File: src/rtl/core_pipe_stage_if.sv
// Handshake bundle between an upstream stage, the pipeline buffer and the downstream stage.
// The buffer takes the slave view; the surrounding pipeline (or a bench) takes the master view.
interface core_pipe_stage_if #(
   parameter int DW    = 64,
   parameter int DEPTH = 2
);
   localparam int CW = $clog2(DEPTH) + 1;

   logic          in_valid;
   logic          in_ready;
   logic [DW-1:0] in_data;
   logic          out_valid;
   logic          out_ready;
   logic [DW-1:0] out_data;
   logic          flush;
   logic [CW-1:0] count;

   modport slave (
      input  in_valid, in_data, out_ready, flush,
      output in_ready, out_valid, out_data, count
   );

   modport master (
      output in_valid, in_data, out_ready, flush,
      input  in_ready, out_valid, out_data, count
   );
endinterface

File: src/rtl/core_pipe_stage.sv
// In-order DEPTH-entry pipeline buffer with valid/ready on both sides, synchronous flush
// and a fixed bubble value on the output whenever the buffer is empty.
module core_pipe_stage #(
   parameter int            DW     = 64,
   parameter int            DEPTH  = 2,
   parameter logic [DW-1:0] BUBBLE = '0
) (
   input  logic              clk,
   input  logic              rst,
   core_pipe_stage_if.slave  bus
);
   localparam int AW = $clog2(DEPTH);
   localparam int PW = AW + 1;

   logic [PW-1:0] rp_q, rp_d;
   logic [PW-1:0] wp_q, wp_d;
   logic [DW-1:0] mem_q [DEPTH];

   logic          empty;
   logic          full;
   logic          push;
   logic          pop;
   logic [AW-1:0] rp_idx;
   logic [AW-1:0] wp_idx;

   assign rp_idx = rp_q[AW-1:0];
   assign wp_idx = wp_q[AW-1:0];

   // Extra pointer bit distinguishes full from empty when the indices coincide.
   always_comb begin
      empty = (rp_q == wp_q);
      full  = (rp_idx == wp_idx) && (rp_q[AW] != wp_q[AW]);
      push  = bus.in_valid & ~full & ~bus.flush;
      pop   = bus.out_ready & ~empty & ~bus.flush;
      rp_d  = rp_q;
      wp_d  = wp_q;
      if (bus.flush) begin
         rp_d = '0;
         wp_d = '0;
      end else begin
         if (push) wp_d = wp_q + PW'(1);
         if (pop)  rp_d = rp_q + PW'(1);
      end
   end

   always_ff @(posedge clk or negedge rst) begin
      if (!rst) begin
         rp_q <= '0;
         wp_q <= '0;
      end else begin
         rp_q <= rp_d;
         wp_q <= wp_d;
      end
   end

   // Payload storage is never reset; only the pointers define what is valid.
   always_ff @(posedge clk) begin
      if (push) mem_q[wp_idx] <= bus.in_data;
   end

   assign bus.in_ready  = ~full;
   assign bus.out_valid = ~empty;
   assign bus.out_data  = empty ? BUBBLE : mem_q[rp_idx];
   assign bus.count     = wp_q - rp_q;
endmodule

File: src/flat_wrapper.sv
// flat-port wrapper written by rule: the top's interface ports become plain ports
module core_pipe_stage_flat 
#(
   parameter int            DW     = 64,
   parameter int            DEPTH  = 2,
   parameter logic [DW-1:0] BUBBLE = '0
)
  (clk, rst, bus_in_valid, bus_in_data, bus_out_ready, bus_flush, bus_in_ready, bus_out_valid, bus_out_data, bus_count);
  core_pipe_stage_if #(.DW(DW), .DEPTH(DEPTH)) bus_i ();
  input  logic clk;
  input  logic rst;
  input wire logic [$bits(bus_i.in_valid)-1:0] bus_in_valid;
  input wire logic [$bits(bus_i.in_data)-1:0] bus_in_data;
  input wire logic [$bits(bus_i.out_ready)-1:0] bus_out_ready;
  input wire logic [$bits(bus_i.flush)-1:0] bus_flush;
  output wire logic [$bits(bus_i.in_ready)-1:0] bus_in_ready;
  output wire logic [$bits(bus_i.out_valid)-1:0] bus_out_valid;
  output wire logic [$bits(bus_i.out_data)-1:0] bus_out_data;
  output wire logic [$bits(bus_i.count)-1:0] bus_count;
  assign bus_i.in_valid = bus_in_valid;
  assign bus_i.in_data = bus_in_data;
  assign bus_i.out_ready = bus_out_ready;
  assign bus_i.flush = bus_flush;
  assign bus_in_ready = bus_i.in_ready;
  assign bus_out_valid = bus_i.out_valid;
  assign bus_out_data = bus_i.out_data;
  assign bus_count = bus_i.count;
  core_pipe_stage #(.DW(DW), .DEPTH(DEPTH), .BUBBLE(BUBBLE)) u_core (.clk(clk), .rst(rst), .bus(bus_i));
endmodule
File: config.mk
export PLATFORM = sky130hd
export DESIGN_NAME = core_pipe_stage_flat
export DESIGN_NICKNAME = d
export VERILOG_FILES = /design/src/rtl/core_pipe_stage_if.sv /design/src/rtl/core_pipe_stage.sv /design/src/flat_wrapper.sv
export SDC_FILE = /design/constraint.sdc
export NUM_CORES = 1
export LEC_CHECK = 0
export ABC_AREA = 1
export CORE_MARGIN = 2
export CORE_UTILIZATION = 30
export CTS_CLUSTER_SIZE = 16
export DETAILED_ROUTE_END_ITERATION = 6
export SLEW_MARGIN = 20
export SYNTH_ARGS = -nofsm -noshare
export SYNTH_HDL_FRONTEND = slang
export SYNTH_SLANG_ARGS = --single-unit
File: constraint.sdc
create_clock -name clk -period 6.6 [get_ports clk]
set_input_delay 1.32 -clock clk [delete_from_list [all_inputs] [get_ports clk]]
set_output_delay 1.32 -clock clk [all_outputs]
set_load 0.05 [all_outputs]
==> results.sh, run 1 <==
export IMPL_cts_buffer_depth=2
export IMPL_outcome="finished clean"
export IMPL_cts_hold_buf=0
export IMPL_path_delay_family="buffers and inverters"
export IMPL_ant_nets=0
export IMPL_clk_latency_ns=0.41
export IMPL_wl_mm=11.7
export IMPL_syn_mean_instance_area_um2=10.7
export IMPL_cap_violations=0
export IMPL_boundaryPins=137
export IMPL_cts_tree="done"
export IMPL_synth_warnings=0
export IMPL_hold_end="u_core.wp_q[0]"
export IMPL_drt_pass1_iterations=4
export IMPL_crit_path_start="u_core.wp_q[0]"
export IMPL_vias_per_cell=4.13
export IMPL_cp_slowest_stage_delay_ns=0.69
export IMPL_drc=0
export IMPL_num_rows=49
export IMPL_worstHoldStart="u_core.wp_q[0]"
export IMPL_die_area_um2=19200
export IMPL_crit_slowest_cell="clkdlybuf4s50_1"
export IMPL_syn2layout_area_growth_pct=40.7
export IMPL_totalPowerFinal_w=0.00314
export IMPL_cp_arrival_ns=3.27
export IMPL_grtUsageMet1=0.148
export IMPL_num_nets_final=718
export IMPL_grt_max_degree=68
export IMPL_min_path_cells=2
export IMPL_critPathKind="flip-flop to output pin"
export IMPL_hp_class="flip-flop to flip-flop"
export IMPL_cts_root_buffer="clkbuf_16"
export IMPL_io_buffers=136
export IMPL_end_kind="output pin"
export IMPL_initial_core_util=0.305
export IMPL_regToRegEndpoint="u_core.mem_q[0][51]"
export IMPL_min_period_over_period=0.696
export IMPL_antenna_found_initial=0
export IMPL_gr_usage_met3=0.0390
export IMPL_cts_setup_buffers=0
export IMPL_grt_pass1_wl_mm=18.9
export IMPL_rsz0062_at_grt="no"
export IMPL_grt_met2_usage=0.214
export IMPL_crit_required_ns=5.28
export IMPL_clkTransAtPathRegs_ns=0.05
export IMPL_insertedDiodeCount=0
export IMPL_yosysUniqueCellTypes=16
export IMPL_final_core_util=0.429
export IMPL_final_max_slew_violation_count=0
export IMPL_peakVddDrop_mv=0.240
export IMPL_overflow=0
export IMPL_numCtsBuffers=17
export IMPL_report_final_hold_viol_count=0
export IMPL_cts_sinks=132
export IMPL_start_kind="flip-flop"
export IMPL_worstMarginPinSlew_ns=0.919
export IMPL_synth_cell_area_um2=5430
export IMPL_dp_cells=858
export IMPL_p_per_area_nw_per_um2=411
export IMPL_coreArea_um2=17800
export IMPL_pre_cts_slack_ns=2.32
export IMPL_final_cells=890
export IMPL_max_slew_margin=0.387
export IMPL_r2r_setup_slack_ns=4.03
export IMPL_critical_path_max_fanout=35
export IMPL_worstRegToRegCells=6
export IMPL_num_vias=3680
export IMPL_finalSetupViolCount=0
export IMPL_fill_cells=1716
export IMPL_syn_nets=580
export IMPL_die_y_um=139
export IMPL_post_drt_wl_per_cell_um=13.1
export IMPL_hpwl_mm=7.04
export IMPL_fin_crit_ns=4.59
export IMPL_crit_buf_inv=4
export IMPL_postCtsResizedCells=0
export IMPL_r2r_start="u_core.wp_q[0]"
export IMPL_cp_cell_sequence="inv_1, ha_1, nand3_2, buf_4, nand2_1, inv_1, clkdlybuf4s50_1"
export IMPL_finalClockSkew_ns=0.00523
export IMPL_p_leak_nw=3.38
export IMPL_ys_seq_area_frac=0.726
export IMPL_routabilityCongestion=0.715
export IMPL_setup_tns_ns=0
export IMPL_fmax_mhz=218
export IMPL_htreeDepth=4
export IMPL_grt_pass1_vias=3670
export IMPL_netlist_instances=510
export IMPL_crit_path_frequent_cell="inv_1"
export IMPL_busiest_layer="met2"
export IMPL_grt_usage=0.126
export IMPL_die_x_um=139
export IMPL_fin_ws_ns=2.01
export IMPL_regArea_um2=3950
export IMPL_drt_iter0_drc=178
export IMPL_layout_drive_gt1_share=0.0605
export IMPL_multi_input_area_um2=1120
export IMPL_ys_ff_latch=132
sequential cells by signal, summed over array words and instances (netlist names):
register and flops:
u_core.mem_q 128, u_core.rp_q 2, u_core.wp_q 2
worst max path at each step:
stage	to	slack, ns	cells after the start
2_1_floorplan	u_core.mem_q[1][0]	0.25	1
3_3_place_gp	bus_out_data[19]	2.30	7
3_5_place_dp	bus_out_data[42]	2.32	7
4_1_cts	bus_out_data[42]	1.86	7
5_1_grt	bus_out_data[42]	1.77	7
6_report	bus_out_data[42]	2.01	7
logic make-up (layout without fill, tap and decap cells):
| family | after synthesis | after routing | synth area share |
|---|---|---|---|
| XOR/XNOR | 1 | 1 | 0.00161 |
| adder cells (fa/ha/maj) | 1 | 1 | 0.00230 |
| buffers and inverters | 92 | 243 | 0.0698 |
| flip-flops | 132 | 132 | 0.726 |
| AND/OR/NAND/NOR | 284 | 284 | 0.201 |
where the power goes:
| group | switching, W | total, W | leakage, nW | internal, W |
|---|---|---|---|---|
| logic | 0.000805 | 0.00115 | 1.85 | 0.000341 |
| registers | 0.0000118 | 0.000986 | 1.23 | 0.000974 |
| clock network | 0.000344 | 0.00101 | 0.304 | 0.000665 |
| total | 0.00116 | 0.00314 | 3.38 | 0.00198 |
cells in the mapped netlist (all sizes together):
library cell / number / area, um2
buf: 16 / 93.8
nand3: 6 / 35.0
nor3: 1 / 5.00
ha: 1 / 12.5
edfxtp: 128 / 3840
xor2: 1 / 8.76
inv: 71 / 267
dfrtp: 4 / 100
clkbuf: 5 / 18.8
nand4: 4 / 25.0
nand2: 273 / 1020
worst reg2reg max path, stage by stage (launching register included):
cell     delay [ns]
dfrtp_1        0.40
inv_1          0.15
ha_1           0.30
nand3_1        0.20
nand4_1        0.18
inv_2          0.29
buf_4          0.67
cell type report:
class,count,share of cell area
well taps,229,0.0375
multi-input cells,286,0.146
flip-flops and latches,132,0.516
repair buffers,140,0.182
inverters,71,0.0352
clock inverters,15,0.0278
clock buffers,17,0.0556
per-stage QoR:
step	area, um2	hold slack, ns
final	7650	0.548
after global routing	7650	0.610
after CTS	7650	0.556
after detailed placement	7010	0.541
after global placement	7010	0.518
after floorplan	5430	0.493
routing by layer:
| layer | vias to the layer above | part of all wire |
|---|---|---|
| met4 | 0 | 0.017 |
| li1 | 1878 | - |
| met5 | - | 0 |
| met3 | 17 | 0.054 |
| met1 | 1692 | 0.43 |
| met2 | 93 | 0.50 |
placed cells by master, fill, tap and decap left out:
cell type and instances:
clkinv_2 3, nand3_1 5, inv_1 68, xor2_1 1
dfrtp_2 1, clkinv_4 2, edfxtp_1 128, inv_4 1
ha_1 1, nand4_1 4, nand2_1 273, bufinv_16 5
clkinvlp_4 3, clkbuf_16 17, clkinv_1 2, clkdlybuf4s50_1 136
inv_2 2, dfrtp_1 3, nand3_2 1, buf_4 4
nor3_2 1
(Power assumes the default switching activity.)
==> run 2, diff against run 1 <==
==> constraint.sdc (replaced) <==
create_clock -name clk -period 4.4 [get_ports clk]
set_input_delay 0.88 -clock clk [delete_from_list [all_inputs] [get_ports clk]]
set_output_delay 0.88 -clock clk [all_outputs]
set_load 0.05 [all_outputs]
==> run 2 against run 1 <==
Effect of this change:
- non-clock buffer count rose by 1
- global-route usage rose by 0.36 points
- register-to-register slack got worse by 2.1 ns
- largest cell class unchanged
- sequential power rose by 50%
- critical path depth did not move
- cell area fell by 1.2%
- sequential share of layout area rose by 0.62 points
- worst setup slack got worse by 1.6 ns
- first-iteration DRC count rose by 14%
- clock power rose by 20%
- clock skew rose by 0.0033 ns
==> results.sh, run 2 (synthesis results as in run 1) <==
export IMPL_hpwl_mm=7.42
export IMPL_path_delay_family="buffers and inverters"
export IMPL_num_rows=49
export IMPL_start_kind="flip-flop"
export IMPL_cap_violations=0
export IMPL_cts_tree="done"
export IMPL_grt_max_degree=67
export IMPL_top_register="u_core.mem_q"
export IMPL_dp_cells=859
export IMPL_postCtsResizedCells=0
export IMPL_die_y_um=139
export IMPL_p_leak_nw=3.34
export IMPL_grt_usage=0.129
export IMPL_layout_common_cells="273 x nand2_1, 136 x clkdlybuf4s50_1, 128 x edfxtp_1, 68 x inv_1, 17 x clkbuf_16"
export IMPL_final_cells=887
export IMPL_grt_pass1_vias=3815
export IMPL_clkTransAtPathRegs_ns=0.05
export IMPL_ant_nets=0
export IMPL_critPathKind="flip-flop to output pin"
export IMPL_initial_core_util=0.305
export IMPL_peakVddDrop_mv=0.361
export IMPL_regArea_um2=3950
export IMPL_cts_root_buffer="clkbuf_16"
export IMPL_totalPowerFinal_w=0.00445
export IMPL_finalClockSkew_ns=0.00855
export IMPL_clk_latency_ns=0.41
export IMPL_cts_hold_buf=0
export IMPL_worstMarginPinSlew_ns=0.914
export IMPL_die_area_um2=19200
export IMPL_reg_top3="u_core.mem_q (128), u_core.rp_q (2), u_core.wp_q (2)"
export IMPL_cts_setup_buffers=0
export IMPL_cts_buffer_depth=2
export IMPL_num_vias=3784
export IMPL_fin_crit_ns=3.99
export IMPL_min_period_over_period=0.906
export IMPL_outcome="finished clean"
export IMPL_finalSetupViolCount=0
export IMPL_crit_slowest_cell="clkdlybuf4s50_1"
export IMPL_wl_mm=12.0
export IMPL_drt_pass1_iterations=5
export IMPL_largest_register_ff_count=128
export IMPL_postPlaceCellArea_um2=7060
export IMPL_htreeDepth=4
export IMPL_crit_path_frequent_cell="inv_1"
export IMPL_p_per_area_nw_per_um2=589
export IMPL_insertedDiodeCount=0
export IMPL_cp_slowest_stage_delay_ns=0.69
export IMPL_numCtsBuffers=17
export IMPL_fmax_mhz=251
export IMPL_hp_class="flip-flop to flip-flop"
export IMPL_cts_sinks=132
export IMPL_max_slew_margin=0.391
export IMPL_end_kind="output pin"
export IMPL_fill_cells=1660
export IMPL_crit_required_ns=3.52
export IMPL_routabilityCongestion=0.726
export IMPL_hold_slack_ns=0.594
export IMPL_die_x_um=139
export IMPL_crit_buf_inv=4
export IMPL_report_final_hold_viol_count=0
export IMPL_drc=0
export IMPL_cp_arrival_ns=3.11
export IMPL_critical_path_max_fanout=40
export IMPL_num_nets_final=719
export IMPL_syn2layout_area_growth_pct=39.1
export IMPL_multi_input_area_um2=1120
export IMPL_antenna_found_initial=0
export IMPL_layout_drive_gt1_share=0.0486
export IMPL_post_drt_wl_per_cell_um=13.5
export IMPL_overflow=0
export IMPL_io_buffers=136
export IMPL_final_max_slew_violation_count=0
export IMPL_boundaryPins=137
export IMPL_postLayoutCellArea_um2=7560
export IMPL_final_common_cell="nand2_1"
export IMPL_drt_iter0_drc=203
export IMPL_rsz0062_at_grt="no"
export IMPL_setup_tns_ns=0
export IMPL_cp_cell_sequence="inv_1, ha_1, nand3_2, buf_12, nand2_1, inv_1, clkdlybuf4s50_1"
export IMPL_coreArea_um2=17800
export IMPL_grt_pass1_wl_mm=19.4
export IMPL_vias_per_cell=4.27
-- run 2: area by class of cell --
cell class | instances | share of cell area
clock buffer | 18 | 0.0568
clock inverter | 10 | 0.00927
inverter | 71 | 0.0353
multi-input combinational | 286 | 0.149
sequential | 132 | 0.522
tap | 229 | 0.0379
timing repair buffer | 141 | 0.190
-- run 2: final timing paths --
path                                start                  end  slack, ns  cells after the start
max                        u_core.wp_q[0]     bus_out_data[55]       0.41                      7
min                        u_core.wp_q[0]       u_core.wp_q[0]       0.59                      2
max reg2reg                u_core.wp_q[0]  u_core.mem_q[1][23]       1.91                      6
min reg2reg                u_core.wp_q[0]       u_core.wp_q[0]       0.59                      2
max in group asynchronous             rst       u_core.rp_q[0]       3.51                      1
min in group asynchronous             rst       u_core.wp_q[1]       0.69                      1
-- run 2: routing by layer --
metal	global-route usage	routed length [um]	vias up
li1	-	-	1880
met1	0.160	5370	1758
met2	0.207	5600	125
met3	0.0425	729	21
met4	0.0580	277	0
met5	0	0	-
-- run 2: power breakdown --
part	switching (W)	total (W)	internal, W
Clock	0.000464	0.00121	0.000747
Combinational	0.00123	0.00176	0.000532
Sequential	0.0000196	0.00148	0.00146
-- run 2: tightest hold or removal path, cell delays in order, from the launching register on --
cell and delay [ns]:
dfrtp_1 0.38, nand3_1 0.11, nand2_1 0.07
-- run 2: per-stage QoR --
| step | util | setup WS [ns] |
|---|---|---|
| finish | 0.424 | 0.412 |
| global route | 0.424 | 0.215 |
| CTS | 0.424 | 0.381 |
| detailed placement | 0.396 | 0.815 |
| global placement | 0.396 | 0.941 |
| floorplan | - | 0.0138 |
